### config.mk
export PLATFORM = sky130hd
export DESIGN_NAME = fetch_unit
export DESIGN_NICKNAME = d
export VERILOG_FILES = /design/src/rtl/core_pkg.sv /design/src/rtl/fetch_target_calc.sv /design/src/rtl/fetch_unit.sv
export SDC_FILE = /design/constraint.sdc
export NUM_CORES = 1
export LEC_CHECK = 0
export BUFFER_PORTS_ARGS = -buffer_cell sky130_fd_sc_hd__buf_2
export CORE_MARGIN = 5
export CORE_UTILIZATION = 55
export DETAILED_ROUTE_END_ITERATION = 12
export PLACE_DENSITY = 0.83
export SYNTH_ARGS = -nofsm -noshare
export SYNTH_HDL_FRONTEND = slang
export SYNTH_SLANG_ARGS = --single-unit
### constraint.sdc
create_clock -name clk_i -period 6.1 [get_ports clk_i]
set_clock_uncertainty 0.05 [all_clocks]
set_input_delay 1.22 -clock clk_i [delete_from_list [all_inputs] [get_ports clk_i]]
set_output_delay 1.22 -clock clk_i [all_outputs]
set_load 0.01 [all_outputs]
### src/rtl/core_pkg.sv
// Shared core types: next-PC select encoding (also used by the control unit),
// fetch state encoding and the opcode field width.
package core_pkg;

    localparam int OPCODE_W = 7;

    typedef enum logic [1:0] {
        NPC_SEQ    = 2'b00,
        NPC_BRANCH = 2'b01,
        NPC_JAL    = 2'b10,
        NPC_JALR   = 2'b11
    } nextpc_sel_e;

    typedef enum logic [1:0] {
        FS_IDLE  = 2'b00,
        FS_REQ   = 2'b01,
        FS_WAIT  = 2'b10,
        FS_VALID = 2'b11
    } fetch_state_e;

endpackage

### src/rtl/fetch_target_calc.sv
// Redirect resolution: decides whether execute's control-flow result
// redirects fetch, and produces the word-aligned target plus misalign flag.
module fetch_target_calc
    import core_pkg::*;
#(
    parameter int XLEN = 32
) (
    input  logic            redirect_valid,
    input  logic [1:0]      nextpc_sel,
    input  logic            branch_taken,
    input  logic [XLEN-1:0] pc_ex,
    input  logic [XLEN-1:0] imm,
    input  logic [XLEN-1:0] rs1,
    output logic            taken,
    output logic [XLEN-1:0] target,
    output logic            misalign
);

    logic [XLEN-1:0] raw_target;

    always_comb begin
        taken      = 1'b0;
        raw_target = pc_ex + imm;
        case (nextpc_sel_e'(nextpc_sel))
            NPC_BRANCH: taken = redirect_valid & branch_taken;
            NPC_JAL:    taken = redirect_valid;
            NPC_JALR: begin
                taken      = redirect_valid;
                raw_target = (rs1 + imm) & ~XLEN'(1);
            end
            default:    taken = 1'b0;
        endcase
        // A halfword-aligned target is flagged but fetch still proceeds on the word.
        misalign = taken & raw_target[1];
        target   = raw_target & ~XLEN'(3);
    end

endmodule

### src/rtl/fetch_unit.sv
// Instruction fetch stage: owns the PC, keeps one imem transaction in flight
// and hands registered instructions to decode over valid/ready.
module fetch_unit
    import core_pkg::*;
#(
    parameter int              XLEN     = 32,
    parameter logic [XLEN-1:0] RESET_PC = '0
) (
    input  logic                clk_i,
    input  logic                rst_ni,
    output logic                imem_req_o,
    output logic [XLEN-1:0]     imem_addr_o,
    input  logic                imem_gnt_i,
    input  logic                imem_rvalid_i,
    input  logic [31:0]         imem_rdata_i,
    output logic                instr_valid_o,
    input  logic                instr_ready_i,
    output logic [31:0]         instr_o,
    output logic [OPCODE_W-1:0] opcode_o,
    output logic [XLEN-1:0]     pc_o,
    input  logic                redirect_valid_i,
    input  logic [1:0]          nextpc_sel_i,
    input  logic                branch_taken_i,
    input  logic [XLEN-1:0]     pc_ex_i,
    input  logic [XLEN-1:0]     imm_i,
    input  logic [XLEN-1:0]     rs1_i,
    output logic                misalign_o
);

    fetch_state_e    state_q, state_d;
    logic [XLEN-1:0] pc_q, pc_d;
    logic            kill_q, kill_d;
    logic            capture;
    logic [31:0]     instr_q;
    logic [XLEN-1:0] pc_out_q;
    logic            misalign_q;

    logic            rd_taken;
    logic [XLEN-1:0] rd_target;
    logic            rd_misalign;

    fetch_target_calc #(.XLEN(XLEN)) u_target_calc (
        .redirect_valid (redirect_valid_i),
        .nextpc_sel     (nextpc_sel_i),
        .branch_taken   (branch_taken_i),
        .pc_ex          (pc_ex_i),
        .imm            (imm_i),
        .rs1            (rs1_i),
        .taken          (rd_taken),
        .target         (rd_target),
        .misalign       (rd_misalign)
    );

    always_ff @(posedge clk_i or negedge rst_ni) begin
        if (!rst_ni) begin
            state_q    <= FS_IDLE;
            pc_q       <= RESET_PC;
            kill_q     <= 1'b0;
            instr_q    <= '0;
            pc_out_q   <= '0;
            misalign_q <= 1'b0;
        end else begin
            state_q    <= state_d;
            pc_q       <= pc_d;
            kill_q     <= kill_d;
            misalign_q <= rd_misalign;
            if (capture) begin
                instr_q  <= imem_rdata_i;
                pc_out_q <= pc_q;
            end
        end
    end

    always_comb begin
        state_d = state_q;
        pc_d    = pc_q;
        kill_d  = kill_q;
        capture = 1'b0;
        case (state_q)
            FS_IDLE: state_d = FS_REQ;
            FS_REQ: begin
                if (imem_gnt_i) begin
                    state_d = FS_WAIT;
                    // The granted address is stale once a redirect lands with gnt.
                    if (rd_taken) kill_d = 1'b1;
                end
            end
            FS_WAIT: begin
                if (imem_rvalid_i) begin
                    if (kill_q || rd_taken) begin
                        state_d = FS_REQ;
                        kill_d  = 1'b0;
                    end else begin
                        capture = 1'b1;
                        pc_d    = pc_q + XLEN'(4);
                        state_d = FS_VALID;
                    end
                end else if (rd_taken) begin
                    kill_d = 1'b1;
                end
            end
            FS_VALID: begin
                if (rd_taken || instr_ready_i) state_d = FS_REQ;
            end
            default: state_d = FS_IDLE;
        endcase
        if (rd_taken) pc_d = rd_target;
    end

    assign imem_req_o    = (state_q == FS_REQ);
    assign imem_addr_o   = imem_req_o ? pc_q : '0;
    assign instr_valid_o = (state_q == FS_VALID);
    assign instr_o       = instr_q;
    assign opcode_o      = instr_q[OPCODE_W-1:0];
    assign pc_o          = pc_out_q;
    assign misalign_o    = misalign_q;

    a_addr_aligned: assert property (@(posedge clk_i) disable iff (!rst_ni)
        imem_addr_o[1:0] == 2'b00);

endmodule

==> results.yml, run 1 <==
status:
  outcome: "finished, final reports clean"
logic_synthesis:
  synth_cell_types: 81
  synth_mux_area_share_pct: 9.73
  synthFlopType: "dfrtp_1"
  synth-simple-area-share_pct: 17.6
  synthAdderAreaFrac_pct: 10.4
  synth_area_um2: 8200
  syn_area_per_cell_um2: 9.05
  async_flop_share_pct: 100
  yosys.area_share.xor_xnor_pct: 8.10
  yosysWarnings: 0
  netlist_instances: 906
  synth_top_family_by_area: "compound AO/OA/AOI/OAI gates"
  ys_seq_elements: 96
  synth_edf_count: 0
  synth_compound_area_share_pct: 20.9
  yosysSeqAreaShare_pct: 29.3
global_routing:
  grt.busiest_layer: "met2"
  grt_usage_pct: 25.2
  grtUsageMet3_pct: 2.63
  grt_max_degree: 56
  antenna_found_initial: 0
  grt_pass1_wl_mm: 37.1
  grt_use_met2_pct: 39.7
  grt_pass1_vias: 7368
  grt_overflow: 0
  use_met1_pct: 36.8
cts:
  h-tree-depth: 3
  cts.repair.resized: 0
  cts_buffers: 9
  clkLatencyLatePin_ns: 0.34
  clk_path_buf_depth: 2
  clk_pin_slew_worst_paths_ns: 0.07
  hold_buffers: 0
  cts_tree: "built"
  clock-sinks: 96
  cts_setup_buffers: 0
  clockRootBuffer: "clkbuf_16"
worst_hold_path:
  hold_path_depth: 1
  hp-class: "flip-flop to flip-flop"
layout:
  fin_area_um2: 9740
  fin_cells: 1306
  fin_nets: 1321
  area_delta_synth_final_pct: 18.7
  final_cell_mix: "237 x buf_2, 96 x dfrtp_1, 82 x a21oi_1, 72 x nand2_1, 65 x ha_1"
  layout-drive-gt1-share_pct: 31.0
  n_antenna_cell: 0
  layout_commonest_cell: "buf_2"
power_and_ir_drop:
  ir_worst_vdd_uv: 129
  power.density_nw_per_um2: 308
  leakage_nw: 4.74
setup_path:
  critPathKind: "primary input to flip-flop"
  crit_arrival_ns: 3.67
  worstPathRequired_ns: 6.27
  path_cells: "buf_2 > ha_1 > a211oi_1 > o21bai_1 > o31a_1 > a31o_2 > a211oi_2 > o221ai_1 > mux2i_1 > a2111oi_1"
  crit_path_end_kind: "flip-flop"
  crit_fanout: 6
  r2r_cells: 6
  max_stage_delay_ns: 0.40
  cp-start-kind: "primary input"
  slowest_stage: "a211oi_2"
timing:
  slew_headroom_pct: 28.2
  finalCritPeriodShare_pct: 57.4
  tightest_slew_ns: 1.07
  drv_slew: 0
  max_freq_ghz: 0.285
  finalHoldViolCount: 0
  period_needed_ns: 3.50
  setup_viol: 0
  hold_slack_ns: 0.452
  fin_tns_setup_ns: 0
  rsz0062_at_grt: "false"
drt:
  firstDrtPassIters: 5
  drtIter0Drc: 528
  route.detailed.drc: 0
  drt-vias-per-instance: 5.91
  postRouteAntennaNets: 0
  wire_per_inst_um: 17.4
  wl_mm: 22.8
  num_vias: 7718
place:
  postPlaceCellArea_um2: 9430
  placed_cells: 1290
  io_buffers: 238
  dp_hpwl_mm: 18.5
  place_congestion: 0.998
floorplan:
  core_um2: 14600
  start_util_pct: 56.2
  fp.dieH_um: 132
  io_pins: 243
  die-area_um2: 17500
  std_cell_rows: 44
  die_w_um: 132
run:
  drv_cap: 0
[final timing paths]
check / from / to / slack, ns
min in group asynchronous: rst_ni / instr_o[28] / 0.80
hold reg to reg: pc_o[14] / pc_o[14] / 0.45
hold / removal: pc_o[14] / pc_o[14] / 0.45
max in group asynchronous: rst_ni / pc_o[24] / 4.14
setup reg to reg: state_q[0] / instr_o[7] / 3.33
setup / recovery: pc_ex_i[15] / pc_q[30] / 2.60
[power breakdown]
group | internal (mW) | leakage (nW) | switching (mW) | total (mW)
clock network | 0.327 | 0.153 | 0.254 | 0.581
registers | 0.860 | 1.19 | 0.176 | 1.04
logic | 0.642 | 3.40 | 0.738 | 1.38
total | 1.83 | 4.74 | 1.17 | 3.00
[area by class of cell]
class,instances,area [um^2]
Fill cell,1227,4850
Inverter,19,71.3
Timing Repair Buffer,242,1220
Multi-Input combinational cell,749,5500
Clock inverter,7,85.1
Clock buffer,9,225
Sequential cell,96,2400
Tap cell,184,230
[cell families (layout without fill, tap and decap cells)]
| kind of cell | Yosys count | in the layout |
|---|---|---|
| and+or+nand+nor | 272 | 272 |
| AOI/OAI and AO/OA | 259 | 259 |
| DFF | 96 | 96 |
| xor gates and xnor gates | 75 | 75 |
| muxes | 72 | 72 |
| adders and majority gates | 67 | 67 |
| buffers and inverters | 64 | 277 |
| other | 1 | 4 |
[state kept, by name (all words and copies together), names as in the netlist]
name	count
pc_o	30
kill_q	1
instr_o	32
state_q	2
misalign_o	1
pc_q	30
[per-layer routing]
layer,wire (um),vias to the layer above
met5,0,-
met4,485,0
met3,1690,39
met2,10100,339
met1,10500,3602
li1,-,3738
[synth_stat cells (all sizes together), types with 3 or more instances]
cell type | number | area, um^2
a2111oi | 4 | 36.3
a211oi | 15 | 133
a21boi | 4 | 30.0
a21o | 26 | 195
a21oi | 84 | 428
a221oi | 4 | 41.3
a31oi | 12 | 90.1
a41oi | 4 | 50.1
and2 | 40 | 251
and3 | 11 | 68.8
and4 | 6 | 53.8
buf | 16 | 113
clkbuf | 28 | 125
dfrtp | 96 | 2400
ha | 65 | 813
inv | 19 | 71.3
mux2 | 62 | 698
mux2i | 10 | 100
nand2 | 73 | 277
nand2b | 14 | 87.6
nand3 | 21 | 118
nand4 | 17 | 119
nor2 | 52 | 195
nor2b | 6 | 37.5
nor3 | 13 | 76.3
o211ai | 8 | 60.1
o21a | 8 | 60.1
o21ai | 45 | 225
o21bai | 8 | 60.1
o221ai | 4 | 35.0
o22ai | 11 | 68.8
o2bb2ai | 3 | 26.3
or2 | 3 | 18.8
or3 | 8 | 50.1
xnor2 | 44 | 393
xor2 | 31 | 272
[critical path: cells and delay by family]
| kind | cells | cell delay [ns] |
|---|---|---|
| AO/OA/AOI/OAI | 7 | 1.81 |
| adder cells (fa/ha/maj) | 1 | 0.38 |
| multiplexers | 1 | 0.16 |
| buffers and inverters | 1 | 0.10 |
[stage by stage]
stage / worst slack [ns] / utilization, % / total power, mW
after floorplan: 2.72 / - / 1.90
after global placement: 2.33 / 64.6 / 2.38
after detailed placement: 2.26 / 64.6 / 2.42
after CTS: 2.60 / 66.7 / 3.01
after global routing: 2.34 / 66.7 / 3.19
final: 2.60 / 66.7 / 3.00
(Power assumes the default switching activity.)
==> inputs of run 2 (changes only) <==
Settings changed: CORE_UTILIZATION 55 to 48, PLACE_DENSITY 0.83 to 0.77.
Clock period 6.1 ns to 3 ns, I/O delays scaled along.
==> run 2 against run 1 <==
  * Register-to-register slack got worse by 3.1 ns
  * Cell count increased by 8.4%
  * Global-route usage decreased by 1.9 points
  * Cell area increased by 6.7%
  * Clock power increased by 110%
  * Critical path depth increased by 1
  * Critical path type unchanged
  * Critical endpoint is now pc_q[31]
  * Largest power group unchanged
==> results.yml, run 2 (synthesis results as in run 1) <==
drt:
  postRouteAntennaNets: 0
  firstDrtPassIters: 5
  route.detailed.drc: 0
  drt-vias-per-instance: 5.58
  drtIter0Drc: 566
  wl_mm: 23.8
  num_vias: 7898
  wire_per_inst_um: 16.8
power_and_ir_drop:
  leakage_nw: 5.10
  ir_worst_vdd_uv: 365
  total_power_mw: 6.28
  power.density_nw_per_um2: 604
timing:
  setup_viol: 0
  max_freq_ghz: 0.351
  tightest_slew_ns: 0.521
  drv_slew: 0
  fin_tns_setup_ns: 0
  period_needed_ns: 2.85
  slew_headroom_pct: 64.4
  rsz0062_at_grt: "false"
  finalCritPeriodShare_pct: 95.0
  finalHoldViolCount: 0
cts:
  cts_setup_buffers: 0
  cts_tree: "built"
  clock-sinks: 96
  clk_pin_slew_worst_paths_ns: 0.07
  cts_buffers: 9
  clk_path_buf_depth: 2
  h-tree-depth: 3
  clkLatencyLatePin_ns: 0.34
  hold_buffers: 0
  clockRootBuffer: "clkbuf_16"
floorplan:
  std_cell_rows: 47
  die_w_um: 141
  fp.dieH_um: 141
  start_util_pct: 49.1
  io_pins: 243
  core_um2: 16700
  die-area_um2: 19800
setup_path:
  path_buf_inv: 2
  critPathKind: "primary input to flip-flop"
  critPathTopFamily: "compound AO/OA/AOI/OAI gates"
  crit_cells: 11
  cp-start-kind: "primary input"
  max_stage_delay_ns: 0.35
  r2r_cells: 10
  worstPathRequired_ns: 3.21
  slowest_stage: "a211o_1"
  crit_arrival_ns: 3.06
  crit_fanout: 4
  path_cells: "buf_2 > ha_1 > buf_4 > o21ai_0 > o21ai_1 > a31o_2 > a211o_1 > a41oi_2 > mux2i_1 > a21oi_1 > a211oi_2"
  crit_path_end_kind: "flip-flop"
place:
  postPlaceCellArea_um2: 10100
  place_congestion: 0.945
  io_buffers: 238
  placed_cells: 1400
  dp_hpwl_mm: 19.7
layout:
  fin_area_um2: 10400
  largest_reg_flops: 32
  layout-drive-gt1-share_pct: 35.5
  layout_commonest_cell: "buf_2"
  final_cell_mix: "237 x buf_2, 96 x dfrtp_1, 81 x a21oi_1, 77 x buf_4, 72 x nand2_1"
  nFillCells: 1439
  n_antenna_cell: 0
  fin_cells: 1416
  fin_nets: 1395
  post-route-util_pct: 62.2
  area_delta_synth_final_pct: 26.7
worst_hold_path:
  hp-class: "primary input to asynchronous set/reset pin"
global_routing:
  grt_overflow: 0
  grt_max_degree: 63
  grt_usage_pct: 23.3
  antenna_found_initial: 0
  grt_pass1_wl_mm: 38.5
  grt_pass1_vias: 7688
run:
  drv_cap: 0
status:
  outcome: "finished, final reports clean"
run 2: timing repair:
action                                 CTS  global route
gates resized for setup                  0             4
endpoints found under the hold margin    0             0
setup endpoints to repair                0             1
run 2: metal layers:
metal,wire (um),GRT usage [%],vias up
li1,-,-,3878
met1,10900,33.1,3683
met2,11000,38.6,321
met3,1730,2.74,16
met4,229,4.90,0
met5,0,0,-
run 2: path summary, 6_finish.rpt:
path	startpoint	slack, ns	endpoint
max reg2reg	state_q[0]	0.25	pc_q[31]
min reg2reg	instr_o[8]	0.45	instr_o[8]
max	imm_i[5]	0.15	pc_q[31]
min in group clk_i	imem_rdata_i[4]	0.44	instr_o[4]
max in group asynchronous	rst_ni	2.06	pc_q[30]
min	rst_ni	0.15	instr_o[28]
run 2: report_power, final:
group,internal [mW],switching (mW)
combinational,1.41,1.54
sequential,1.75,0.344
clock,0.739,0.502
total,3.90,2.39
run 2: per-stage QoR:
step	hold WS, ns	setup WS, ns
2_1_floorplan	0.254	0.239
3_3_place_gp	0.433	-0.231
3_5_place_dp	0.440	-0.317
4_1_cts	0.160	0.0309
5_1_grt	0.185	0.0513
6_report	0.153	0.150
run 2: cell type report:
cell class,instances,area (um^2),area share (%)
Clock buffer,9,225,2.17
Inverter,19,71.3,0.686
Sequential cell,96,2400,23.1
Multi-Input combinational cell,749,5520,53.1
Tap cell,220,275,2.65
Timing Repair Buffer,316,1800,17.4
Clock inverter,7,101,0.975
==> inputs of run 3 (changes only) <==
Settings changed: PLACE_DENSITY 0.77 to 0.76.
==> run 3 against run 2 <==
  * Die area did not move
  * Sequential power barely moved
  * Non-clock buffer count fell by 2
  * Hold slack improved by 0.068 ns
  * Critical path type unchanged
==> results.yml, run 3 (synthesis results as in run 1) <==
layout:
  fin_nets: 1393
  nFillCells: 1444
  post-route-util_pct: 61.9
  area_delta_synth_final_pct: 26.1
  layout-drive-gt1-share_pct: 35.4
  final_cell_mix: "237 x buf_2, 96 x dfrtp_1, 81 x a21oi_1, 75 x buf_4, 72 x nand2_1"
  n_antenna_cell: 0
  layout_commonest_cell: "buf_2"
  largest_reg_flops: 32
global_routing:
  grt_usage_pct: 23.1
  grt_pass1_wl_mm: 37.9
  grt_overflow: 0
  grt_max_degree: 53
  grt_pass1_vias: 7576
  antenna_found_initial: 0
floorplan:
  die_w_um: 141
  start_util_pct: 49.1
  die-area_um2: 19800
  fp.dieH_um: 141
  io_pins: 243
  core_um2: 16700
  std_cell_rows: 47
timing:
  period_needed_ns: 2.80
  setup_viol: 0
  tightest_slew_ns: 0.642
  drv_slew: 0
  rsz0062_at_grt: "false"
  slew_headroom_pct: 57.0
  finalHoldViolCount: 0
  hold_slack_ns: 0.221
  finalCritPeriodShare_pct: 93.4
  max_freq_ghz: 0.357
setup_path:
  critPathTopFamily: "compound AO/OA/AOI/OAI gates"
  worstPathRequired_ns: 3.18
  path_cells: "buf_2 > inv_1 > fa_1 > nand2b_1 > a21o_1 > buf_4 > a21o_1 > a31oi_1 > buf_4 > o2bb2ai_1 > o22ai_1 > xor2_1 > a221oi_1"
  crit_path_end_kind: "flip-flop"
  r2r_slack_ns: 0.37
  crit_arrival_ns: 2.98
  crit_cells: 13
  max_stage_delay_ns: 0.43
  crit_fanout: 3
  timing.rr.end: "pc_q[31]"
  timing.rr.start: "state_q[0]"
  r2r_cells: 10
  path_buf_inv: 4
  critPathKind: "primary input to flip-flop"
  cp-start-kind: "primary input"
  slowest_stage: "fa_1"
cts:
  clkLatencyLatePin_ns: 0.34
  hold_buffers: 0
  clk_pin_slew_worst_paths_ns: 0.07
  clock-sinks: 96
  clk_path_buf_depth: 2
  clockRootBuffer: "clkbuf_16"
  h-tree-depth: 3
  cts_buffers: 9
  cts_tree: "built"
power_and_ir_drop:
  total_power_mw: 6.11
  leakage_nw: 5.09
  ir_worst_vdd_uv: 378
  power.density_nw_per_um2: 591
drt:
  wl_mm: 23.4
  route.detailed.drc: 0
  drtIter0Drc: 510
  wire_per_inst_um: 16.5
  firstDrtPassIters: 5
  postRouteAntennaNets: 0
  drt-vias-per-instance: 5.52
  num_vias: 7809
worst_hold_path:
  hp-class: "primary input to asynchronous set/reset pin"
place:
  dp_hpwl_mm: 19.5
  io_buffers: 238
  place_congestion: 0.973
status:
  outcome: "finished, final reports clean"
run:
  drv_cap: 0
==> run 3: cell types whose count changed in the layout (fill, tap and decap cells not counted), sizes merged <==
| cell | before | now |
|---|---|---|
| clkinv | 0 | 3 |
| clkinvlp | 2 | 0 |
| bufinv | 2 | 0 |
| inv | 22 | 23 |
| buf | 316 | 314 |
==> run 3: cell type report <==
class                           count  area [um^2]  area share (%)
Multi-Input combinational cell    749         5510            53.3
Clock buffer                        9          225            2.18
Timing Repair Buffer              314         1790            17.3
Sequential cell                    96         2400            23.2
Tap cell                          220          275            2.66
Inverter                           19         71.3           0.690
Clock inverter                      7         61.3           0.593
==> run 3: per-stage QoR <==
step                      setup WS [ns]  TNS [ns]  cell area [um^2]  cells
after floorplan                   0.239         0              8210    909
after global placement           -0.211    -0.298             10000   1398
after detailed placement         -0.309    -0.526             10000   1398
after CTS                        0.0339         0             10300   1414
after global routing             0.0576         0             10300   1414
final                             0.198         0             10300   1414
==> run 3: where the power goes <==
group          total, mW  switching (mW)  internal (mW)
clock network       1.08           0.505          0.578
registers           2.09           0.338           1.75
logic               2.94            1.53           1.41
total               6.11            2.37           3.74
==> run 3: worst max-delay path by stage <==
stage	slack (ns)	end	start
after floorplan	0.24	pc_q[30]	pc_ex_i[15]
after global placement	-0.21	pc_q[30]	imm_i[1]
after detailed placement	-0.31	pc_q[30]	imm_i[1]
after CTS	0.03	pc_q[30]	imm_i[1]
after global routing	0.06	pc_q[30]	imm_i[1]
final	0.20	pc_q[28]	imm_i[1]
==> run 3: repair_timing <==
action	in CTS	in global routing
gates resized for setup	0	3
setup buffers	0	0
setup endpoints to repair	0	1
==> run 3: metal layers <==
layer / global-route usage (%) / part of all wire, %
met1: 33.4 / 46
met2: 37.3 / 45
met3: 3.05 / 7.2
met4: 4.54 / 1.1
met5: 0 / 0
